## config.mk

```make
export PLATFORM = sky130hd
export DESIGN_NAME = lcd_de_receiver
export DESIGN_NICKNAME = d
export VERILOG_FILES = /design/src/rtl/lcd_rx_pkg.sv /design/src/rtl/lcd_de_receiver.sv
export SDC_FILE = /design/constraint.sdc
export NUM_CORES = 1
export LEC_CHECK = 0
export ABC_AREA = 1
export CORE_UTILIZATION = 50
export DETAILED_ROUTE_END_ITERATION = 7
export HOLD_SLACK_MARGIN = 0.08
export PLACE_DENSITY = 0.7
export SYNTH_ARGS = -nofsm -noshare
export SYNTH_HDL_FRONTEND = slang
export SYNTH_SLANG_ARGS = --single-unit
```

## constraint.sdc

```tcl
create_clock -name PixelClk -period 7.1 [get_ports PixelClk]
set_clock_uncertainty 0.15 [all_clocks]
set_input_delay 1.065 -clock PixelClk [delete_from_list [all_inputs] [get_ports PixelClk]]
set_output_delay 1.065 -clock PixelClk [all_outputs]
set_load 0.02 [all_outputs]
```

## src/rtl/lcd_rx_pkg.sv

```systemverilog
// rtl/lcd_rx_pkg.sv - shared types, constants and helpers for the DE-mode LCD receiver
//
// Contents:
//   rx_state_t      - receiver state machine encoding
//   DEF_H_ACTIVE    - default active pixels per line
//   DEF_V_ACTIVE    - default active lines per frame
//   DEF_VGAP_MIN    - default DE-low run length taken as vertical blank
//   pack_rgb565()   - packs 5/6/5 colour components into one 16-bit pixel
package lcd_rx_pkg;

  typedef enum logic [1:0] {
    SEEK   = 2'd0,
    LINE   = 2'd1,
    HBLANK = 2'd2,
    VBLANK = 2'd3
  } rx_state_t;

  localparam int DEF_H_ACTIVE = 480;
  localparam int DEF_V_ACTIVE = 272;
  localparam int DEF_VGAP_MIN = 1024;

  function automatic logic [15:0] pack_rgb565(input logic [4:0] r,
                                              input logic [5:0] g,
                                              input logic [4:0] b);
    return {r, g, b};
  endfunction

endpackage

```

## src/rtl/lcd_de_receiver.sv

```systemverilog
// rtl/lcd_de_receiver.sv - DE-only RGB565 sink: frame/line recovery, framebuffer writes, geometry check
//
// Ports:
//   PixelClk     in   pixel clock (only clock)
//   RST          in   asynchronous active-high reset
//   DE, R, G, B  in   data enable and 5/6/5 pixel colour
//   wr_en        out  framebuffer write strobe, one per captured pixel
//   wr_addr      out  framebuffer address, y*H_ACTIVE+x
//   wr_data      out  packed {R,G,B}
//   frame_start  out  one-cycle pulse alongside the write of pixel (0,0)
//   locked       out  set at the first frame start after a vertical blank, held until reset
//   meas_width   out  DE-high run length of the most recent line
//   meas_height  out  line count of the most recent complete frame
//   err_width    out  one-cycle pulse, last line length differed from H_ACTIVE
//   err_height   out  one-cycle pulse, last frame line count differed from V_ACTIVE
import lcd_rx_pkg::*;

module lcd_de_receiver #(
  parameter int H_ACTIVE = DEF_H_ACTIVE,
  parameter int V_ACTIVE = DEF_V_ACTIVE,
  parameter int VGAP_MIN = DEF_VGAP_MIN,
  parameter int ADDR_W   = 17
) (
  input  logic              PixelClk,
  input  logic              RST,
  input  logic              DE,
  input  logic [4:0]        R,
  input  logic [5:0]        G,
  input  logic [4:0]        B,
  output logic              wr_en,
  output logic [ADDR_W-1:0] wr_addr,
  output logic [15:0]       wr_data,
  output logic              frame_start,
  output logic              locked,
  output logic [10:0]       meas_width,
  output logic [9:0]        meas_height,
  output logic              err_width,
  output logic              err_height
);

  localparam int          GAP_W = $clog2(VGAP_MIN + 1);
  localparam logic [GAP_W-1:0] GAP_MAX = GAP_W'(VGAP_MIN);
  localparam logic [GAP_W-1:0] GAP_PRE = GAP_W'(VGAP_MIN - 1);
  localparam logic [10:0] H_LIM = 11'(H_ACTIVE);
  localparam logic [9:0]  V_LIM = 10'(V_ACTIVE);
  localparam logic [ADDR_W-1:0] H_STEP = ADDR_W'(H_ACTIVE);

  logic              de_q;
  logic [15:0]       pix_q;
  rx_state_t         state;
  logic [10:0]       x;
  logic [9:0]        y;
  logic [ADDR_W-1:0] line_base;
  logic [GAP_W-1:0]  gap;

  logic              gap_hit;
  logic [10:0]       x_cur;
  logic [9:0]        y_cur;
  logic [ADDR_W-1:0] base_cur;
  logic              pix_ok;

  // The DE-low clock that takes the gap counter to VGAP_MIN; fires once per gap.
  assign gap_hit = !de_q && (gap == GAP_PRE);

  // A rising de_q seen in HBLANK/VBLANK is itself pixel 0 of the new line, so
  // the write coordinates are taken as they will be after that transition.
  always_comb begin
    x_cur    = (state == LINE)   ? x  : 11'd0;
    y_cur    = (state == VBLANK) ? 10'd0 : y;
    base_cur = (state == VBLANK) ? '0 : line_base;
    pix_ok   = de_q && (state != SEEK) && (x_cur < H_LIM) && (y_cur < V_LIM);
  end

  always_ff @(posedge PixelClk or posedge RST) begin
    if (RST) begin
      de_q        <= 1'b0;
      pix_q       <= '0;
      state       <= SEEK;
      x           <= '0;
      y           <= '0;
      line_base   <= '0;
      gap         <= '0;
      wr_en       <= 1'b0;
      wr_addr     <= '0;
      wr_data     <= '0;
      frame_start <= 1'b0;
      locked      <= 1'b0;
      meas_width  <= '0;
      meas_height <= '0;
      err_width   <= 1'b0;
      err_height  <= 1'b0;
    end else begin
      de_q        <= DE;
      pix_q       <= pack_rgb565(R, G, B);
      wr_en       <= pix_ok;
      frame_start <= 1'b0;
      err_width   <= 1'b0;
      err_height  <= 1'b0;

      if (pix_ok) begin
        wr_addr <= base_cur + ADDR_W'(x_cur);
        wr_data <= pix_q;
      end

      if (de_q)
        gap <= '0;
      else if (gap != GAP_MAX)
        gap <= gap + 1'b1;

      case (state)
        SEEK: begin
          if (gap_hit) state <= VBLANK;
        end
        VBLANK: begin
          if (de_q) begin
            locked      <= 1'b1;
            frame_start <= 1'b1;
            x           <= 11'd1;
            y           <= '0;
            line_base   <= '0;
            state       <= LINE;
          end
        end
        LINE: begin
          if (de_q) begin
            if (x != 11'h7FF) x <= x + 1'b1;
          end else begin
            meas_width <= x;
            err_width  <= (x != H_LIM);
            if (y != 10'h3FF) y <= y + 1'b1;
            line_base  <= line_base + H_STEP;
            state      <= HBLANK;
          end
        end
        HBLANK: begin
          if (de_q) begin
            x     <= 11'd1;
            state <= LINE;
          end else if (gap_hit) begin
            meas_height <= y;
            err_height  <= (y != V_LIM);
            state       <= VBLANK;
          end
        end
        default: state <= SEEK;
      endcase
    end
  end

endmodule

```

# After elaboration in Yosys (flattened, before gate mapping)
# Cells that the tools add are included.
[op_classes] n_lt_le_gt_ge=2 addsub=5 muxes=28 n_reduce_logical=18 eq_ne=15 bitwise=1
[ops] operator="$mux 11" n=6
[ops] operator="$mux 17" n=3
[ops] operator="$mux 10" n=4
[ops] operator="$pmux 17 s2" n=1
[ops] operator="$add 11x1->11 const B" n=2
[ops] operator="$ne 11x11->1 const B" n=2
[ops] operator="$pmux 11 s2" n=1
[ops] operator="$pmux 10 s2" n=1
[ops] operator="$add 17x11->17" n=1
[ops] operator="$add 17x9->17 const B" n=1
[ops] operator="$eq 11x10->1 const B" n=1
[ops] operator="$lt 11x9->1 const B" n=1
[ops] operator="$ne 11x9->1 const B" n=1
[ops] operator="$add 10x1->10 const B" n=1
[ops] operator="$lt 10x9->1 const B" n=1
[ops] operator="$ne 10x10->1 const B" n=1
[ops] operator="$ne 10x9->1 const B" n=1
[ops] operator="$mux 2" n=4
[ops] operator="$pmux 2 s4" n=1
[ops] operator="$reduce_and 4->1" n=2
[ops] operator="$reduce_bool 2->1" n=4
[ops] operator="$mux 1" n=7
[ops] operator="$ne 2x1->1 const B" n=3
[ops] operator="$ne 2x2->1 const B" n=3
[ops] operator="9 further kinds" n=16
[totals] elab_cells=85 register_bits=127

# Depth between registers and ports, before layout
[logic_depth] word_depth=5 depth_mapped=17 mapped_depth_nobuf=15

# Worst setup path before layout
# Ideal clock, no wire load.
[synth_path] kind="flip-flop to flip-flop" from="register state[1]" to="register wr_addr[16]" t_arrival_ns=1.908 setup_slack_ns=4.925 path_stages_with_launch=16 n_path_buf=1 synth_period_minus_slack_ns=2.175 setup_ns=0.117 cell_sequence="dfrtp_1 -> buf_6 -> nand2_4 -> clkinv_1 -> nor2_1 -> ha_1 -> nand2_1 -> nand2_1 -> nand2_1 -> nand3_1 -> nand2_1 -> nand2_1 -> nand2_1 -> nand2_1 -> nand3_1 -> nand2_1"
[synth_via] elab_chain_len=5 word_cells_on_any_way=12 cone_classes="add/sub: 1; order compare: 2; eq/ne: 2; mux: 3; reduce/logical: 4"
[synth_rtl] item="from (decl)" line="lcd_de_receiver.sv:50" source="rx_state_t state;"
[synth_rtl] item="from (signal assigned)" line="lcd_de_receiver.sv:78" source="state <= SEEK;"
[synth_rtl] item="from (signal assigned)" line="lcd_de_receiver.sv:112" source="if (gap_hit) state <= VBLANK;"
[synth_rtl] item="from (signal assigned)" line="lcd_de_receiver.sv:121" source="state <= LINE;"
[synth_rtl] item="$eq 2x1->1" line="lcd_de_receiver.sv:68" source="x_cur = (state == LINE) ? x : 11'd0;"
[synth_rtl] item="$mux 11" line="lcd_de_receiver.sv:68"
[synth_rtl] item="$lt 11x9->1" line="lcd_de_receiver.sv:71" source="pix_ok = de_q && (state != SEEK) && (x_cur < H_LIM) && (y_cur < V_LIM);"
[synth_rtl] item="$logic_and 1x1->1 (2 in a row)" line="lcd_de_receiver.sv:71"
[synth_rtl] item="to (signal assigned)" line="lcd_de_receiver.sv:101" source="wr_addr <= base_cur + ADDR_W'(x_cur);"
[synth_rtl] item="to (decl)" line="lcd_de_receiver.sv:31" source="output logic [ADDR_W-1:0] wr_addr,"
# Parallel ways exist; a longest one is shown, timed or not.
# A chain may end at the register's enable or synchronous reset.

# Worst setup path in the final report
[layout_path] from="register wr_addr[7]" to="output wr_addr[7]"
# No word-level cell between the ends.

==> results.md <==
- Congestion Overflow GR: 0
- CTS tree: yes
- Slowest cell on the critical path: clkdlybuf4s50_1
- Top_reg_cell synth: dfrtp_1
- Routability cong.: 0.881
- Layout cells sized above 1: 0.0875
- Post-synth top area share: 0.516
- Number of synthesized flops with an enable pin: 0
- Routed length per instance: 13.9 µm
- WS Path Type: register to output port
- WP data required: 5.88 ns
- Reg2reg end: wr_addr[16]$_DFFE_PP0P_
- Hold Startpoint: pix_q[7]$_DFF_PP0_
- Crit Path Max Fanout: 2
- Post_cts resized: 0
- Initial core utilization: 0.516
- Fillers: 966
- Synth Register Bits: 122
- Post CTS Setup Buffer Count: 0
- VDD IR-drop max: between 0.2 and 0.25 mV
- DR iter-0 viols: 323
- Setup crit end kind: output port
- Area Growth Syn to Fin: 23.9%
- Total wire length: 12900 µm
- Crit-path cells: clkdlybuf4s50_1
- PwrDens: about 220 nW/µm²
- Dominant cell type by area after synthesis: dfrtp_1
- First-pass DRT Iterations: 6
- Ports: 78
- Die Footprint: 12300 µm²
- Syn Area/Cell: 8.47 µm²
- Sequential area share after synthesis: 0.516
- R2r startpoint: state[1]$_DFFE_PP0P_
- Worst skew pair latency: 0.41 ns
- Minimum clock period: roughly 2.6 ns
- Status: finished, final reports clean
- Setup WS post-layout: 4.47 ns
- Synth unique cells: 40
- Nets: 810
- Mapped Nets: 731
- RSZ-0062 raised after global routing: no
- Cell count after synthesis: 698
- Async SR Flop Fraction: 1.00
- Least-Margin Pin Slew: 0.892 ns
- Vias in the first global route: ~4900
- Synthesized area: 5910 µm²
- First-pass GRT wire length: approximately 23000 µm
- R2R Setup Slk: 4.47 ns
- Critical path buffer and inverter count: 1
- CTS Buffer Depth: 2
- Worst setup SP type: register
- Hold path endpoint: wr_data[7]$_DFFE_PP0P_
- Initial antenna violation count: 0
- DRC: 0
- Worst min path class: register to register
- Max Slew Vio Count: 0
- Vias: ~4800
- Cell leakage power: 3.51 nW
- Cells on Worst Hold Path: 2
- Die H: between 100 and 150 µm
- Ys Warns: 0
- Post-DRT Antenna Nets: 0
- Rel. slew slack: 0.403
- Max cap viols: 0
- Post-placement setup slack: 3.98 ns
- Root Driver: clkbuf_16
- ANT cells: 0
- Total GRT Usage: 0.234
- Final Power: 1.60 mW
- Post-DP HPWL: 9070 µm
- Ranking of synthesized cells by area: dfrtp_1 52%, nand2_1 13%, inv_1 4.5%, nor2_1 3.8%, o21ai_0 3.6%
- CTS clk-pin slew, worst paths: 0.05 ns
- CP arrival: 1.42 ns
- Final period util: 0.371
- CTS Hold Bufs: 0
- Setup TNS: 0 ns
- Fmax: 380 MHz
- IO buf count: 77
- Hold Vio Cnt, Final: 0
- Endpoints failing setup: 0
- FP Rows: 39
- Clock sinks: 122
- Crit path largest cell delay: 0.63 ns
- H-tree depth: 4
- Pin count of the biggest net entering global routing: slightly above 70
- Cts bufs inserted: 17
- Worst reg2reg path depth: 14
- Crit path max-delay family: buffers and inverters
- Core ar.: roughly 11000 µm²
- Vias/cell: around 5.2
- Hold Slack: 0.287 ns
- Die Wd: 111 µm
==> kinds of logic after synthesis <==
| kind of cell | count (synthesis) | synth area share |
|---|---|---|
| flip-flops | 122 | 0.516 |
| adder cells (fa/ha/maj) | 14 | 0.0296 |
| other | 1 | 0.000634 |
| XOR/XNOR | 15 | 0.0222 |
| AND/OR/NAND/NOR | 356 | 0.271 |
| buffers and inverters | 98 | 0.0768 |
| AO/OA/AOI/OAI | 92 | 0.0840 |
==> worst register-to-register path: stages, from the launching register on <==
cell and delay [ns]:
dfrtp_1 0.55, nand2_4 0.25, clkinv_1 0.25, nor2_1 0.18, ha_1 0.29, nand2_1 0.09
nand2_1 0.11, nand2_1 0.09, nand3_1 0.13, nand2_1 0.13, nand2_1 0.09, nand2_1 0.06
nand2_1 0.05, nand3_1 0.06, nand2_1 0.05
==> Yosys cell counts, types with 5 or more instances <==
| cell type | count |
|---|---|
| nand2_1 | 198 |
| dfrtp_1 | 122 |
| inv_1 | 71 |
| nor2_1 | 60 |
| o21ai_0 | 43 |
| nand3_1 | 37 |
| a21oi_1 | 18 |
| nor3_1 | 18 |
| o21ai_1 | 17 |
| ha_1 | 14 |
| nand4_1 | 12 |
| xor2_1 | 12 |
| buf_6 | 7 |
| o21ai_2 | 6 |
| buf_4 | 5 |
| nand2_2 | 5 |
==> placed cells by master, fill, tap and decap left out, types with 2 or more instances in the layout <==
| master | instances |
|---|---|
| nor3_4 | 2 |
| inv_1 | 70 |
| a21oi_1 | 18 |
| nand3_1 | 37 |
| nor3b_1 | 2 |
| xnor2_1 | 3 |
| clkbuf_8 | 3 |
| clkdlybuf4s50_1 | 77 |
| inv_4 | 5 |
| nand2_4 | 3 |
| clkinv_2 | 4 |
| clkbuf_16 | 17 |
| nor2_4 | 2 |
| nand4_1 | 12 |
| o21ai_2 | 6 |
| xor2_1 | 12 |
| nor2_1 | 60 |
| dfrtp_1 | 122 |
| nor2_2 | 4 |
| a31oi_1 | 4 |
| nand2_2 | 5 |
| nor4_1 | 3 |
| o21ai_0 | 43 |
| nand2_1 | 198 |
| nor3_1 | 18 |
| o21ai_1 | 17 |
| or2_2 | 4 |
| ha_1 | 14 |
| bufinv_16 | 3 |
| inv_2 | 4 |
| clkbuf_1 | 3 |
| nand3_2 | 2 |
| o211ai_1 | 2 |
==> flip-flops by register name, summed over array words and instances (netlist names), 10 cells and up <==
| name | count |
|---|---|
| wr_data | 16 |
| x | 11 |
| y | 10 |
| pix_q | 16 |
| wr_addr | 17 |
| line_base | 12 |
| gap | 11 |
| meas_width | 11 |
| meas_height | 10 |
==> metrics by stage <==
step | area, µm² | utilization | cells
4_1_cts | 7330 | 0.639 | 932
3_3_place_gp | 6730 | 0.587 | 901
2_1_floorplan | 5910 | - | 698
6_report | 7330 | 0.639 | 932
5_1_grt | 7330 | 0.639 | 932
3_5_place_dp | 6730 | 0.587 | 901
==> power by group <==
group | internal, mW | switching [mW]
logic | 0.0116 | 0.0187
registers | 0.703 | 0.00328
clock network | 0.575 | 0.289
total | 1.29 | 0.311
==> layer usage <==
layer / vias to the layer above / share of wire / wire length [µm] / global-route usage
li1: 2396 / - / - / -
met1: 2260 / 0.45 / 5810 / 0.297
met2: 137 / 0.47 / 6020 / 0.369
met3: 28 / 0.059 / 758 / 0.0700
met4: 0 / 0.026 / 339 / 0.109
met5: - / 0 / 0 / 0
==> worst max path at each step <==
stage | cells past startpoint | endpoint | from
3_5_place_dp | 3 | gap[2]$_DFFE_PP0P_ | RST
6_report | 1 | wr_addr[7] | wr_addr[7]$_DFFE_PP0P_
4_1_cts | 3 | gap[2]$_DFFE_PP0P_ | RST
3_3_place_gp | 3 | gap[4]$_DFFE_PP0P_ | RST
5_1_grt | 3 | line_base[7]$_DFFE_PP0P_ | RST
2_1_floorplan | 1 | de_q$_DFF_PP0_ | RST
==> final cells by class <==
| type | count | area [µm²] | area share |
|---|---|---|---|
| inverter | 80 | 313 | 0.0427 |
| multi-input combinational | 478 | 2410 | 0.329 |
| clock buffer | 23 | 478 | 0.0652 |
| timing repair buffer | 78 | 778 | 0.106 |
| sequential | 122 | 3050 | 0.417 |
| tap | 143 | 179 | 0.0244 |
| clock inverter | 8 | 118 | 0.0161 |
No activity file was read; power rests on OpenSTA's default activity.
